<file path="src/rtl/shift_seq_ctrl.sv">
// Multi-cycle logical shifter: shifts by up to two bit positions per cycle, then
// presents the result on dout with a one-cycle done pulse.
module shift_seq_ctrl #(
    parameter int unsigned WIDTH = 32,
    parameter int unsigned SHW   = 5
) (
    input  logic             clk,
    input  logic             rst_n,
    input  logic             start,
    input  logic [WIDTH-1:0] din,
    input  logic [SHW-1:0]   shamt,
    input  logic             dir,
    output logic             busy,
    output logic             done,
    output logic [WIDTH-1:0] dout
);

    localparam logic [1:0] ST_IDLE  = 2'b00;
    localparam logic [1:0] ST_SHIFT = 2'b01;
    localparam logic [1:0] ST_DONE  = 2'b10;

    logic [1:0]       state_q, state_d;
    logic [WIDTH-1:0] acc_q, acc_d;
    logic [SHW-1:0]   cnt_q, cnt_d;
    logic             dir_q, dir_d;
    logic [WIDTH-1:0] dout_q, dout_d;
    logic             busy_q, busy_d;
    logic             done_q, done_d;

    // Shift candidates for the current accumulator in the latched direction.
    logic [WIDTH-1:0] acc_sh1, acc_sh2;

    always_comb begin
        acc_sh1 = dir_q ? (acc_q >> 1) : (acc_q << 1);
        acc_sh2 = dir_q ? (acc_q >> 2) : (acc_q << 2);
    end

    always_ff @(posedge clk or negedge rst_n) begin
        if (!rst_n) begin
            state_q <= ST_IDLE;
            acc_q   <= '0;
            cnt_q   <= '0;
            dir_q   <= 1'b0;
            dout_q  <= '0;
            busy_q  <= 1'b0;
            done_q  <= 1'b0;
        end else begin
            state_q <= state_d;
            acc_q   <= acc_d;
            cnt_q   <= cnt_d;
            dir_q   <= dir_d;
            dout_q  <= dout_d;
            busy_q  <= busy_d;
            done_q  <= done_d;
        end
    end

    always_comb begin
        state_d = state_q;
        acc_d   = acc_q;
        cnt_d   = cnt_q;
        dir_d   = dir_q;
        dout_d  = dout_q;

        case (state_q)
            ST_IDLE: begin
                if (start) begin
                    acc_d = din;
                    cnt_d = shamt;
                    dir_d = dir;
                    if (shamt == '0) begin
                        state_d = ST_DONE;
                        dout_d  = din;
                    end else begin
                        state_d = ST_SHIFT;
                    end
                end
            end
            ST_SHIFT: begin
                if (cnt_q >= SHW'(2)) begin
                    acc_d = acc_sh2;
                    cnt_d = cnt_q - SHW'(2);
                end else if (cnt_q == SHW'(1)) begin
                    acc_d = acc_sh1;
                    cnt_d = '0;
                end
                // Finish on the step that exhausts the count (cnt_q==0 is unreachable here).
                if (cnt_d == '0) begin
                    state_d = ST_DONE;
                    dout_d  = acc_d;
                end
            end
            ST_DONE: begin
                state_d = ST_IDLE;
            end
            default: begin
                state_d = ST_IDLE;
            end
        endcase

        // Status flags are registered copies of the next-state decode.
        busy_d = (state_d == ST_SHIFT) || (state_d == ST_DONE);
        done_d = (state_d == ST_DONE);
    end

    assign busy = busy_q;
    assign done = done_q;
    assign dout = dout_q;

endmodule
</file>
<file path="config.mk">
export PLATFORM = sky130hd
export DESIGN_NAME = shift_seq_ctrl
export DESIGN_NICKNAME = d
export VERILOG_FILES = /design/src/rtl/shift_seq_ctrl.sv
export SDC_FILE = /design/constraint.sdc
export NUM_CORES = 1
export LEC_CHECK = 0
export CORE_MARGIN = 3
export CORE_UTILIZATION = 30
export DETAILED_ROUTE_END_ITERATION = 16
export PLACE_DENSITY = 0.49
export REMOVE_ABC_BUFFERS = 1
export SETUP_SLACK_MARGIN = 0.1
export SYNTH_ARGS = -nofsm -noshare
export SYNTH_HDL_FRONTEND = slang
export SYNTH_SLANG_ARGS = --single-unit
</file>
<file path="constraint.sdc">
create_clock -name clk -period 4.2 [get_ports clk]
set_clock_uncertainty 0.05 [all_clocks]
set_input_delay 0.84 -clock clk [delete_from_list [all_inputs] [get_ports clk]]
set_output_delay 0.84 -clock clk [all_outputs]
set_load 0.02 [all_outputs]
</file>
# --- After elaboration in Yosys (flattened, before gate mapping) ---
# Index checks and enable logic that the tools add are counted.
classes:
  muxes: 19
  magnitude_cmp: 1
  n_reduce_logical: 8
  div: 0
  addsub: 1
  n_shift: 0
  n_mul: 0
  n_eq_ne: 7
  bitwise_logic: 0
op_table:
  columns: ["cell", "count"]
  rows:
  - ["$mux W32", 8]
  - ["$pmux W32 S2", 2]
  - ["$mux W5", 4]
  - ["$logic_not A5 Y1", 2]
  - ["$pmux W5 S2", 1]
  - ["$mux W2", 3]
  - ["$ne A2 B2 Y1 const B", 3]
  - ["$eq A5 B1 Y1 const B", 1]
  - ["$ge A5 B2 Y1 const B", 1]
  - ["$sub A5 B2 Y5 const B", 1]
  - ["$eq A2 B1 Y1 const B", 2]
  - ["$pmux W2 S2", 1]
  - ["$reduce_and A2 Y1", 2]
  - ["$reduce_and A4 Y1", 1]
  - ["$eq A2 B2 Y1 const B", 1]
  - ["$logic_not A2 Y1", 1]
  - ["$reduce_bool A2 Y1", 1]
  - ["$logic_or A1 B1 Y1", 1]
word_totals:
  in_bits: 41
  output_inout_bits: 34
  n_memories: 0
  reg_bits: 74
  romBits: 0
  wordCells: 43
  latchBits: 0
  ramBits: 0

# --- Depth between registers and ports, before layout ---
# Gate-level depths: netlist of run 1.
depth:
  word_depth: 9
  ltp_mapped: 9
  depth_no_buf: 8

# --- Worst setup path after synthesis of run 1 ---
# OpenSTA, ideal clock, no wires.
synth_timing:
  path_type: "reg2reg"
  from: "register cnt_q[1]"
  to: "register busy_q, in the netlist busy"
  required_time_ps: 4087
  path_slack_ps: 1725
  path_stages_with_launch: 10
  arrival_time_ps: 2362
  period_less_slack_ps: 2475
  cell_sequence: "dfrtp_1 inv_1 ha_1 maj3_2 or3_1 a2111oi_4 a21o_4 buf_4 ha_1 inv_1"
synth_between:
  elab_chain_cells: 9
synth_lines:
  columns: ["element", "line_no", "rtl"]
  rows:
  - ["start, declared", "24", "logic [SHW-1:0] cnt_q, cnt_d;"]
  - ["start signal, assigned", "50", "cnt_q <= cnt_d;"]
  - ["parallel branches: the longest is 2 deep, another holds $sub A5 B2 Y5", null, null]
  - ["$mux W5 *", "80", "if (cnt_q >= SHW'(2)) begin"]
  - ["$mux W5 *", "65", "case (state_q)"]
  - ["$logic_not A5 Y1 *", "88", "if (cnt_d == '0) begin"]
  - ["$mux W2 *", "88", null]
  - ["$pmux W2 S2 *", "65", null]
  - ["named net state_d[1]", "22", "logic [1:0] state_q, state_d;"]
  - ["$eq A2 B1 Y1 / $eq A2 B2 Y1 (equally long branches)", "102", "busy_d = (state_d == ST_SHIFT) || (state_d == ST_DONE);"]
  - ["$logic_or A1 B1 Y1 *", "102", null]
  - ["named net busy_d", "27", "logic busy_q, busy_d;"]
  - ["end signal, assigned", "53", "busy_q <= busy_d;"]
  - ["end, declared", "27", null]
# Mark *: on every way through the listed nets, which the timed path passes. The select of a mux whose other input is x is not followed.
# A chain may end at the register's enable or synchronous reset.

# --- Worst setup path after layout of run 1 ---
layout_timing:
  from: "register cnt_q[1]"
  to: "register busy_q, in the netlist busy"
layout_between:
  elab_chain_cells: 9
layout_lines:
  columns: ["element", "line_no"]
  rows:
  - ["parallel branches: the longest is 2 deep, another holds $sub A5 B2 Y5", null]
  - ["$mux W5 *", "80"]
  - ["$mux W5 *", "65"]
  - ["$logic_not A5 Y1 *", "88"]
  - ["$mux W2 *", "88"]
  - ["$pmux W2 S2 *", "65"]
  - ["$eq A2 B1 Y1 / $eq A2 B2 Y1 (equally long branches)", "102"]
  - ["$logic_or A1 B1 Y1 *", "102"]
  - ["named net busy_d", "27"]
# Marked as above.

==> impl.org, run 1 <==
** Timing
- Setup violations remaining at the end of the flow were counted as 0.
- The max-slew violation count came to 0.
- The final count of hold timing violations was 0.
- Setup repair after global routing missed its margin :: no
- Time the final worst path needs with I/O delays and setup :: 2.81 ns
- For the pin with the worst max-slew slack, the measured transition is 1.00 ns.
- Final clock period utilization by the worst path :: 67.0%
- Max_slew headroom :: 33.2%
- Static timing analysis puts the maximum clock frequency at 0.355 GHz.
- The worst path meets setup with 1.39 ns of slack.
- WHS :: 0.497 ns

** CTS
- After clock tree synthesis, the repair step resized 0 gates.
- The later pin in the worst-skew pair is clocked with a latency of 0.34 ns.
- Post-CTS Hold Buffers :: 0
- The H-tree generated during clock tree synthesis spans 3 levels.
- After clock tree synthesis, the setup repair step added 0 buffers.
- Clock-pin slew on the worst setup and hold paths :: 0.06 ns
- The tree is rooted in a clkbuf_16.
- In this run the deepest clock path goes through 2 buffers.
- Inserted Clock Buffers :: 9
- CTS tree :: done
- CTS saw 74 sinks.

** Logic synthesis
- In this run the cell area of the synthesized design comes to 4880 um2.
- After synthesis, the largest family of logic cells by area is compound AO/OA/AOI/OAI gates.
- Summing the areas of all and, or, nand and nor instances in the mapped netlist gives 18.4% of the synthesized area.
- In this run, synthesis inferred 0 flip-flops with an integrated enable.
- Flip-flop and latch count after synthesis :: 74
- Adder-cell share of the synthesized area :: 0.743%
- Synthesized-area fraction occupied by xor and xnor cells :: 0%
- The most used flip-flop cell after synthesis is dfrtp_1.
- Instance count of the mapped netlist :: 567
- Count of distinct cell types in the synthesized netlist :: 43
- Post-Synthesis Mean Instance Area :: 8.61 um2
- Share of flip-flops with an asynchronous set or reset :: 100%
- Number of warnings reported in the yosys synthesis log :: 0
- Share of synthesized area spent on multiplexers :: 11.1%
- The synthesized netlist devotes 26.5% of its cell area to compound gates.
- Sequential share of the synthesized area :: 37.9%

** Cells and area
- Share of cells above drive strength 1 :: 10.7%
- The library cell used most frequently in the layout, excluding fill and tap cells, is nand2_1.
- The finished cells cover 6090 um2.
- Filler Cells Inserted :: 1,629
- Synth-to-Final Area Change :: 24.7%
- The net count of the finished layout is 652.
- In the layout the commonest cells are nand2_1 (102), dfrtp_1 (73), clkdlybuf4s50_1 (73).
- Inserted Diodes :: 0

** GRT
- Congestion Overflow GR :: 0
- Via count of the first global-routing pass :: 4,597
- Combined global-route utilization of all metal layers :: 16.6%
- Entering global routing, the biggest net connects 75 pins.
- The first global-routing pass estimated 24,200 um of wire.
- Antenna violations before repair :: 0

** Critical path
- The critical path goes through inv_1 > ha_1 > maj3_2 > or3_1 > a2111oi_4 > a21o_4 > ha_1 > inv_1.
- Grouping stages by cell kind, the critical path spends the most delay in adder cells.
- Largest stage delay on the critical path :: 0.46 ns
- CP Max Fanout :: 34
- STA classifies the critical path endpoint as a register.
- Buffer and inverter count on the worst path :: 2
- WS Path Type :: register to register
- STA puts the critical path data required time at 4.44 ns.
- Launching element type of the critical path :: register
- Arrival time at the worst endpoint :: 3.05 ns
- Worst path slowest cell :: dfrtp_1

** Power and ir drop
- Power spread over the standard cell area amounts to 892 nW/um2.
- The worst-case IR drop observed on VDD is 0.000330 V.
- Switching power :: 0.00244 W
- Gate power share :: 56.7%
- The analysis attributes to cell leakage a power of 2.58 nW.
- Clock power frac :: 14.7%
- Internal power comes to 0.00299 W.
- Net switching is 44.9% of the power.
- Registers are responsible for 28.6% of the overall power.

** Floorplan
- Boundary pin count :: 75
- Die width :: 134 um
- The die covers 17,800 um2.
- For this configuration, the core starts out at a cell density of 30.7%.
- Area inside the core boundary :: 15,900 um2
- After floorplanning, the core was divided into 46 placement rows.
- Die height :: 134 um

** Run
- Max-Cap Viols :: 0

** Place
- Post-DP Area :: 5790 um2
- Quantity of I/O buffers inserted on ports :: 74
- After legalization and detailed placement, the total HPWL measured 9030 um.
- Worst setup timing slack at the placement stage :: 1.18 ns
- Global placement routability congestion :: 0.771

** Route
- In the routed layout, each cell is associated on average with a via count of 5.45.
- Post-route DRC violation count :: 0
- Number of nets with antenna violations after routing :: 0
- In the final routed layout, each cell accounts on average for 17.3 um.
- Number of DRC markers in iteration 0 :: 256
- After detailed routing, the total wire length is 14,400 um.
- Via count :: 4,521
- DR pass1 iterations :: 5

** Outcome
- The flow ran to the end, and the final reports show no timing, DRC or antenna violations.

** Worst hold path
- Worst hold-check path type :: register to register
## cell usage after synthesis (2+ instances only)
cell type  instances  area (um2)
o2111ai_1          2        17.5
or3_1              2        12.5
nand2_1          102         383
a211oi_1           3        22.5
o21ai_0            6        30.0
a21oi_1           61         305
o221a_2           29         327
a31oi_1           30         188
o21bai_1           2        15.0
a21o_1            30         225
and3_1            30         188
nor3b_1            2        15.0
inv_1              8        30.0
nor2_1             9        33.8
and3b_1            2        17.5
o22ai_1            3        18.8
nor3_1             2        10.0
a2bb2oi_1          2        17.5
a22oi_1            3        22.5
nand3_1           27         135
dfrtp_1           74        1850
clkbuf_1          45         169
nor2b_1            4        25.0
nand2b_1           7        43.8
buf_2              7        35.0
buf_4              3        22.5
nand4_1            2        12.5
mux2i_1           54         541
ha_1               2        25.0
## per-layer routing
layer	vias to the layer above	track usage, %	wire [um]
met5	-	0	0
met4	0	6.17	233
met3	18	3.13	650
met2	134	25.6	6540
met1	2200	23.3	6950
li1	2169	-	-
## sequential cells by signal (all words and copies together), names as in the netlist
name     cells
dir_q        1
state_q      2
cnt_q        5
busy         1
dout        32
acc_q       32
done         1
## power groups by stage
stage               registers [W]  logic [W]  clock network [W]
finish                    0.00155    0.00308           0.000800
global placement          0.00156    0.00303                  0
CTS                       0.00155    0.00311           0.000823
floorplan                 0.00166    0.00196                  0
global route              0.00162    0.00343           0.000847
detailed placement        0.00156    0.00309                  0
## worst paths after layout
| check | cells past startpoint | to | startpoint | slack, ns |
|---|---|---|---|---|
| max in group asynchronous | 1 | dout[4] | rst_n | 2.83 |
| setup / recovery | 8 | busy | cnt_q[1] | 1.39 |
| hold reg to reg | 1 | dout[21] | dout[21] | 0.50 |
| hold / removal | 1 | dout[21] | dout[21] | 0.50 |
| min in group asynchronous | 1 | dout[25] | rst_n | 0.57 |
| setup reg to reg | 8 | busy | cnt_q[1] | 1.39 |
## cell type report
class | count | area [um2] | share of cell area [%]
repair buffers | 87 | 836 | 13.7
multi-input cells | 429 | 2800 | 46.0
clock buffers | 14 | 264 | 4.34
flip-flops and latches | 74 | 1850 | 30.4
clock inverters | 2 | 35.0 | 0.575
well taps | 216 | 270 | 4.44
inverters | 8 | 30.0 | 0.493
## stage by stage
step	instances	utilization [%]	total power [W]	TNS, ns
6_report	830	38.3	0.00543	0
5_1_grt	830	38.3	0.00590	0
3_3_place_gp	814	36.5	0.00459	0
4_1_cts	830	38.3	0.00548	0
2_1_floorplan	511	-	0.00362	-82.34
3_5_place_dp	814	36.5	0.00465	0
## kinds of logic after synthesis
kind of cell	after synthesis
DFF	74
and+or+nand+nor	192
AOI/OAI and AO/OA	180
buffers and inverters	64
muxes	54
adders and majority gates	3
Power figures use the tool's default switching activity.
==> inputs of run 2 (changes only) <==
Settings changed: PLACE_DENSITY 0.49 to 0.5.
Clock period 4.2 ns to 2.26 ns, I/O delays scaled along.
==> impl.org, run 2 (same netlist as run 1, synthesis figures left out) <==
** Outcome
- Run status :: complete, but fails checks
- Failing checks :: negative setup slack

** Timing
- The final hold slack came to 0.481 ns (-0.0155 ns).
- Worst Tran Pin Value :: 0.472 ns (-0.530 ns)
- The final critical path time including I/O delays and setup came to 2.36 ns (-0.452 ns).
- Setup repair after global routing missed its margin :: yes
- The final count of hold timing violations was 0 (unchanged).
- The slack of the critical path came to -0.103 ns (-1.49 ns).
- Final clock period utilization by the worst path :: 105% (+38 points)
- Peak Freq :: 0.423 GHz (+19%)
- The setup-violating endpoint count in the final report is 34 (+34).
- Sum of negative setup slack :: -2.61 ns (-2.61 ns)
- Final-report max-slew violation count :: 0 (unchanged)
- The headroom to the max-slew limit was 68.2% (+35 points).

** Critical path
- CP required :: 2.43 ns (-2.01 ns)
- Launching element type of the critical path :: register
- The signal arrival time at the worst endpoint was 2.53 ns (-0.52 ns).
- The worst setup path is of the register to register kind.
- CP Max Fanout :: 15 (-56%)
- STA classifies the critical path endpoint as a register.

** CTS
- Clock-pin slew on the worst setup and hold paths :: 0.06 ns (about the same)
- CTS placed an instance of clkbuf_16 at the clock tree root.
- Sink count of the clock tree :: 74 (unchanged)
- Max clock buf depth :: 2 (unchanged)
- Inserted Clock Buffers :: 9 (unchanged)
- The clock latency on the worst-skew pair was 0.35 ns (about the same).
- The total number of H-tree levels is 3 (unchanged).
- CTS tree :: done

** Cells and area
- Total area of sequential cells :: 1850 um2 (unchanged)
- Share of cells above drive strength 1 :: 16.5% (+5.7 points)
- Synth-to-Final Area Change :: 32.6%
- Most frequent standard cell in the layout excluding fill and tap cells :: nand2_1
- The fill cell total of the finished layout was 1,618 (-0.68%).
- The final-stage net count is 682 (+4.6%).
- Area of the multi-input gates :: 2840 um2 (+1.4%)
- In the layout the commonest cells are nand2_1 (102), dfrtp_1 (73), clkdlybuf4s50_1 (73).
- Inserted Diodes :: 0 (unchanged)
- Final non-filler cell area :: 6480 um2 (+6.4%)

** Place
- The half-perimeter wire length of the detailed placement result was 9970 um (+10%).
- Global placement routability congestion :: 0.778 (+0.87%)
- The post-placement setup slack was -0.205 ns (-1.38 ns).
- Post-DP Area :: 6040 um2 (+4.3%)
- The quantity of I/O buffers inserted on ports came to 74 (unchanged).

** Power and ir drop
- Part of the total power dissipated in sequential elements :: 25.7% (-2.9 points)
- The proportion of total power due to net switching was 44.1% (-0.88 points).
- Clock power frac :: 14.5% (-0.2 points)
- Post-layout power :: 0.0108 W (+99%)
- Int Power :: 0.00604 W (+100%)
- The leakage power of the design was 2.77 nW (+7.4%).
- Switching power :: 0.00476 W (+95%)
- Gate power share :: 59.8% (+3.1 points)
- VDD IR max :: 0.000612 V (+86%)
- PD cells :: 1670 nW/um2 (+87%)

** Route
- The final wirelength was 15,000 um (+4.4%).
- Via count :: 4,656 (+3.0%)
- The residual DRC count came to 0 (unchanged).
- The first-pass iteration count of the detailed router is 5 (unchanged).
- Detailed-route wire length per cell :: 17.4 um (+0.73%)
- The DRC violation total after the first TritonRoute iteration was 463 (+81%).
- The number of vias per cell after detailed routing is 5.41 (-0.61%).
- The post-detailed-route count of antenna-violating nets was 0 (unchanged).

** Floorplan
- Initial Utilization :: 30.7% (unchanged)
- The row count is 46 (unchanged).
- The number of ports placed on the die boundary was 75 (unchanged).
- The height of the die was 134 um (unchanged).
- The placeable core region was 15,900 um2 (unchanged).
- Die Outline Area :: 17,800 um2 (unchanged)
- The horizontal extent of the die is 134 um (unchanged).

** GRT
- Congestion Overflow GR :: 0 (unchanged)
- Fraction of met3 tracks used by global routing :: 4.04% (+0.91 points)
- The via count of the first global-routing pass came to 4,648 (+1.1%).
- The met2 routing resource usage after global routing is 27.2% (+1.6 points).
- The number of antenna violations at the first check in global routing came to 0 (unchanged).
- The met1 usage in global routing came to 24.5% (+1.2 points).
- The first-pass GRT wire length came to 25,400 um (+4.8%).
- The maximum number of pins on one net before global-route repair came to 40 (-47%).
- The total routing resource utilization after global routing is 17.4% (+0.74 points).
- met2 is the most crowded layer.

** Worst hold path
- Worst hold-check path type :: input port to asynchronous set/reset pin

** Run
- Max-Cap Viols :: 0 (unchanged)
[run 2: cell types whose count changed in the layout (fill, tap and decap cells not counted), moves of 2 or more]
cell / delta
buf_4: +17
buf_12: +6
buf_6: +5
clkbuf_1: -3
clkinv_2: +3
a2bb2oi_1: -2
a2bb2oi_2: +2
ha_1: -2
inv_1: -2
inv_2: +2
[run 2: metrics by stage]
stage / util (%) / cells
finish: 40.8 / 860
global route: 40.8 / 860
CTS: 40.6 / 860
detailed placement: 38.0 / 838
floorplan: - / 511
global placement: 38.0 / 838
[run 2: area by class of cell]
type	count	share of cell area, %
sequential	74	28.6
clock inverter	6	1.24
inverter	8	0.464
timing repair buffer	117	18.0
tap	216	4.17
multi-input combinational	429	43.8
clock buffer	10	3.69
[run 2: worst paths after layout]
kind                           from         to  slack, ns  cells after the start
max                        cnt_q[1]    dout[1]      -0.10                      9
min                           rst_n  acc_q[28]       0.48                      2
max reg2reg                cnt_q[1]    dout[1]      -0.10                      9
min reg2reg                dout[31]   dout[31]       0.49                      1
max in group asynchronous     rst_n    dout[9]       1.15                      3
min in group clk           dout[31]   dout[31]       0.49                      1
[run 2: routing by layer]
metal / part of all wire (%) / vias to the layer above / wire (um)
li1: - / 2233 / -
met1: 47 / 2240 / 7110
met2: 46 / 169 / 6910
met3: 5.4 / 14 / 814
met4: 1.1 / 0 / 165
met5: 0 / - / 0
[run 2: what timing repair did]
action / CTS / global route
endpoints found under the hold margin: 18 / 0
endpoints found under the setup margin: 35 / 49
hold buffers: 1 / 0
resized for setup: 11 / 9
pin swaps: 1 / 0
setup buffers: 4 / 0
cloned: 1 / 0
[run 2: power by group through the flow]
stage | logic [W] | registers (W) | clock network (W)
floorplan | 0.00365 | 0.00308 | 0
global placement | 0.00613 | 0.00276 | 0
detailed placement | 0.00624 | 0.00277 | 0
CTS | 0.00642 | 0.00277 | 0.00162
global route | 0.00709 | 0.00288 | 0.00166
finish | 0.00645 | 0.00278 | 0.00157
[run 2: critical path: stages, from the launching register on]
cell and delay, ns:
dfrtp_1 0.36, inv_2 0.06, ha_4 0.16, maj3_2 0.31, or3_4 0.36, a2111oi_4 0.32
buf_4 0.19, a21o_4 0.14, buf_12 0.15, o221ai_1 0.12
==> inputs of run 3 (changes only) <==
Settings changed: ABC_CLOCK_PERIOD_IN_PS set to 2260.
==> results of run 3 <==
Same layout as run 2: the final DEF is identical, and so are final timing and power.
==> RTL edit 1 (config.mk and constraints of run 1) <==
Take the reset off `dout_q` and load it in a clocked block of its own.
--- a/src/rtl/shift_seq_ctrl.sv
+++ b/src/rtl/shift_seq_ctrl.sv
@@ -41,7 +41,6 @@
             acc_q   <= '0;
             cnt_q   <= '0;
             dir_q   <= 1'b0;
-            dout_q  <= '0;
             busy_q  <= 1'b0;
             done_q  <= 1'b0;
         end else begin
@@ -49,10 +48,13 @@
             acc_q   <= acc_d;
             cnt_q   <= cnt_d;
             dir_q   <= dir_d;
-            dout_q  <= dout_d;
             busy_q  <= busy_d;
             done_q  <= done_d;
         end
+    end
+
+    always_ff @(posedge clk) begin
+        dout_q <= dout_d;
     end
 
     always_comb begin
Behaviour: not the same (Yosys sat finds a counterexample within 4 cycles, from zero or initial values and one cycle with rst_n low).
==> RTL edit 1 against run 1 <==
Sequential cell count stayed put. Worst setup slack got worse by 0.0059 ns. Cell area grew 1.7%. Non-clock buffer count is 1 lower. Power fell by 0.96%. Synthesized area up 2.0%. Wire length rose by 1.1%.
==> RTL edit 1: results (changes against run 1) <==
- Outcome: finished, final reports clean
- Post-synthesis sequential area ratio: 40.37% (+2.5 points)
- Hold endpoint: acc_q[0]$_DFFE_PN0P_
- First-pass GRT wire length: 23.60 mm (-2.6%)
- Synth Area in Adders: 0.5021% (-0.24 points)
- Hold slack: 0.5807 ns (+0.08390 ns)
- CP peak stage delay: 0.48 ns (+0.02 ns)
- DRT Pass-1 Iters: 4 (-1)
- Non-Filler Instances: 745 (-10%)
- Final HPWL DP: 8.821 mm (-2.4%)
- Number of synthesized flops with an enable pin: 32 (+32)
- Final worst-path cycle share: 67.16% (+0.14 points)
- Leakage: 2.224 nW (-14%)
- Synth cell types: 47 (+9.3%)
- Max_slew headroom: 29.79% (-3.4 points)
- Gr usage total: 16.33% (-0.30 points)
- Hold path start: acc_q[0]$_DFFE_PN0P_
- Critical path's slowest cell: o311ai_1
- WHS Path Cells: 2 (+1)
- DR iter-0 viols: 242 (-5.5%)
- DP Area: 5862 sq um (+1.2%)
- # nets final: 567 (-13%)
- Max VDD drop: 0.0003330 V (+1.0%)
- Setup crit start: cnt_q[2]$_DFFE_PN0P_
- Synth top cells by count: dfrtp_1, o21ai_0, a21oi_1
- Switching Fraction: 42.06% (-2.9 points)
- Syn Area/Cell: 10.38 sq um (+21%)
- Layout cells sized above 1: 12.85% (+2.1 points)
- DR WL/cell: 19.50 um (+13%)
- Async SR Flop Fraction: 56.76% (-43 points)
- Crit-path leading delay family: simple AND/OR/NAND/NOR gates
- Clock Latency Late Sink: between 0.3 and 0.4 ns
- Reg2Reg Depth: 7 (-1)
- CP Max Fanout: 25 (-26%)
- Number of global-route vias before repair: 4250 (-7.5%)
- Global placement routability congestion: 0.8172 (+5.9%)
- Pin count of the biggest net entering global routing: 69 (-8.0%)
- Multiplexer share of the synthesized area: 12.35% (+1.3 points)
- Synth Area in Compound Gates: 32.29% (+5.7 points)
- # fillers: 1552 (-4.7%)
- Arr. time, crit path: 2.99 ns (-0.06 ns)
==> RTL edit 1: power groups by stage <==
stage / clock network (mW) / registers (mW) / logic [mW]
final: 0.883 / 1.54 / 2.96
after global routing: 0.931 / 1.59 / 3.27
after CTS: 0.907 / 1.53 / 2.99
after detailed placement: 0 / 1.55 / 2.98
after global placement: 0 / 1.54 / 2.91
after floorplan: 0 / 1.68 / 1.92
==> RTL edit 1: final cells by class <==
class	count	area (sq um)	share of cell area, %
multi-input cells	347	2718	43.87
well taps	216	270.3	4.363
inverters	6	22.52	0.3636
clock buffers	9	225.2	3.636
flip-flops and latches	74	2013	32.50
repair buffers	86	838.3	13.53
clock inverters	7	107.6	1.737
==> RTL edit 1: routing by layer <==
layer  up-vias  GRT usage [%]  part of all wire, %
met1      2057          22.83                   47
met4         0          5.204                  1.6
met3        17          3.502                  4.7
met5         -              0                    0
li1       2009              -                    -
met2       134          25.29                   47
==> RTL edit 2 (flow settings as in run 1) <==
Without the edit above. Set the parameter `WIDTH` to 64 (it was 32).
--- a/src/rtl/shift_seq_ctrl.sv
+++ b/src/rtl/shift_seq_ctrl.sv
@@ -1,7 +1,7 @@
 // Multi-cycle logical shifter: shifts by up to two bit positions per cycle, then
 // presents the result on dout with a one-cycle done pulse.
 module shift_seq_ctrl #(
-    parameter int unsigned WIDTH = 32,
+    parameter int unsigned WIDTH = 64,
     parameter int unsigned SHW   = 5
 ) (
     input  logic             clk,
Ports: changed (resized din and dout); port bits go from 75 to 139. The function was not compared with the original's and may differ.
==> RTL edit 2 against run 1 <==
Cell area rose by 89%. First-iteration DRC count grew to 2.6 times the old value. Synthesized area is 89% higher. Sequential power increased by 87%. Sequential cell count increased by 64. Global-route usage grew 1.4 points. Worst setup slack worse by 0.083 ns. Clock power up 110%. Fmax shrank 2.9%. Power rose by 95%. Critical path depth is the same. Wire length is 110% higher. Sequential share of layout area decreased by 0.43 points.
==> RTL edit 2: results (changes against run 1) <==
- Layout cells sized above 1: 11.07% (+0.32 points)
- CP peak stage delay: 0.47 ns
- Reg clk slew, reported paths: 0.07 ns
- First-pass GRT wire length: 49.36 mm (+100%)
- Final HPWL DP: 17.57 mm (+95%)
- Outcome: finished, final reports clean
- Synthesized instance count: 1072 (+89%)
- Worst-margin pin slew: 0.8084 ns (-0.1936 ns)
- Root Buffer Master: clkbuf_16
- Synth Area in Adders: 0.3939% (-0.35 points)
- Pin count of the biggest net entering global routing: 128 (+71%)
- Synth top cells by count: nand2_1, dfrtp_1, a21oi_1
- Met2 Usage GRT: 26.91% (+1.3 points)
- Initial antenna violation count: 3 (+3)
- Clock Latency Late Sink: 0.43 ns (+0.09 ns)
- Critical path's slowest cell: dfrtp_1
- Hold Path Class: input port to asynchronous set/reset pin
- Crit-path leading delay family: compound AO/OA/AOI/OAI gates
- Number of global-route vias before repair: 8562 (+86%)
- DR iter-0 viols: 655 (+160%)
- Synth cell types: 44 (+2.3%)
- Gr usage total: 18.02% (+1.4 points)
- Top cells by area, synth: dfrtp_1, mux2i_1, nand2_1, o221a_2, a21oi_1
- Max Cap Viol: 0 (unchanged)
- Synth Area in Compound Gates: 26.14% (-0.40 points)
- # nets final: 1209 (+85%)
- Post-synthesis sequential area ratio: 37.48% (-0.43 points)
- Multiplexer share of the synthesized area: 12.82% (+1.8 points)
- Global placement routability congestion: 0.7592 (-1.6%)
- Post-Place Cells: 1505 (+85%)
- GR Util met3: 3.483% (+0.35 points)
- DR WL/cell: 19.47 um (+12%)
- Total CTS buffers: 17 (+8)
- Antenna diode count: 0 (unchanged)
- Via/cell ratio: 5.531 (+1.5%)
- DR vias: 8501 (+88%)
- Buffer levels on the longest clock path: 2 (unchanged)
- CP Max Fanout: 65 (+91%)
- Leakage: 4.830 nW (+88%)
- H-tree depth: 4 (+1)
- Max VDD drop: 0.0008417 V (+160%)
- Port bufs: 138 (+86%)
- Routing usage on met1: 26.94% (+3.7 points)
- Synth Area in XOR/XNOR: 0% (unchanged)
- Post-CTS setup buffers: 0 (unchanged)
- # fillers: 3056 (+88%)
- Yosys Warn Count: 0 (unchanged)
RTL edit 2: cell type report:
type / instances / area share (%)
clock inverters: 13 / 1.661
flip-flops and latches: 138 / 30.00
inverters: 8 / 0.2606
clock buffers: 19 / 3.930
well taps: 390 / 4.234
multi-input cells: 812 / 45.81
repair buffers: 157 / 14.10
RTL edit 2: worst paths after layout:
| kind | start | to | slack [ns] | cells past startpoint |
|---|---|---|---|---|
| max in group asynchronous | rst_n | acc_q[6]$_DFFE_PN0P_ | 2.90 | 2 |
| setup reg to reg | cnt_q[1]$_DFFE_PN0P_ | dout[53]$_DFFE_PN0P_ | 1.30 | 8 |
| hold reg to reg | dout[33]$_DFFE_PN0P_ | dout[33]$_DFFE_PN0P_ | 0.50 | 1 |
| hold / removal | rst_n | dout[59]$_DFFE_PN0P_ | 0.38 | 1 |
| setup / recovery | cnt_q[1]$_DFFE_PN0P_ | dout[53]$_DFFE_PN0P_ | 1.30 | 8 |
| min in group clk | dout[33]$_DFFE_PN0P_ | dout[33]$_DFFE_PN0P_ | 0.50 | 1 |
RTL edit 2: worst register-to-register path, cell delays in order, from the launching register on:
cell	delay, ns
dfrtp_1	0.47
inv_1	0.11
ha_1	0.31
maj3_2	0.33
or3_1	0.37
a2111oi_4	0.40
a21o_2	0.18
buf_12	0.30
o221a_2	0.29
RTL edit 2: cell families (layout without fill, tap and decap cells):
| kind of cell | Yosys count | after routing |
|---|---|---|
| AO/OA/AOI/OAI | 340 | 340 |
| flip-flops | 138 | 138 |
| buffers and inverters | 122 | 197 |
| adder cells (fa/ha/maj) | 3 | 3 |
| multiplexers | 118 | 118 |
| AND/OR/NAND/NOR | 351 | 351 |
RTL edit 2: layer usage:
layer	wire [um]	vias up
li1	-	4076
met1	15030	4187
met2	13140	208
met3	1379	24
met4	312	6
met5	49	-
RTL edit 2: metrics by stage:
step | worst slack (ns) | hold WS (ns) | TNS, ns | cell area (sq um) | util (%)
after floorplan | -6.915 | 0.4776 | -696.26 | 8723 | -
after global placement | 1.203 | 0.4874 | 0 | 10880 | 36.32
after detailed placement | 1.204 | 0.4849 | 0 | 10880 | 36.32
after CTS | 1.272 | 0.3992 | 0 | 11520 | 38.48
after global routing | 1.097 | 0.4281 | 0 | 11520 | 38.48
final | 1.302 | 0.3838 | 0 | 11520 | 38.48
RTL edit 2: power breakdown:
group | switching, mW | total [mW] | internal (mW)
combinational | 3.31 | 6.00 | 2.69
clock | 0.647 | 1.68 | 1.03
sequential | 0.869 | 2.90 | 2.03
total | 4.82 | 10.6 | 5.75
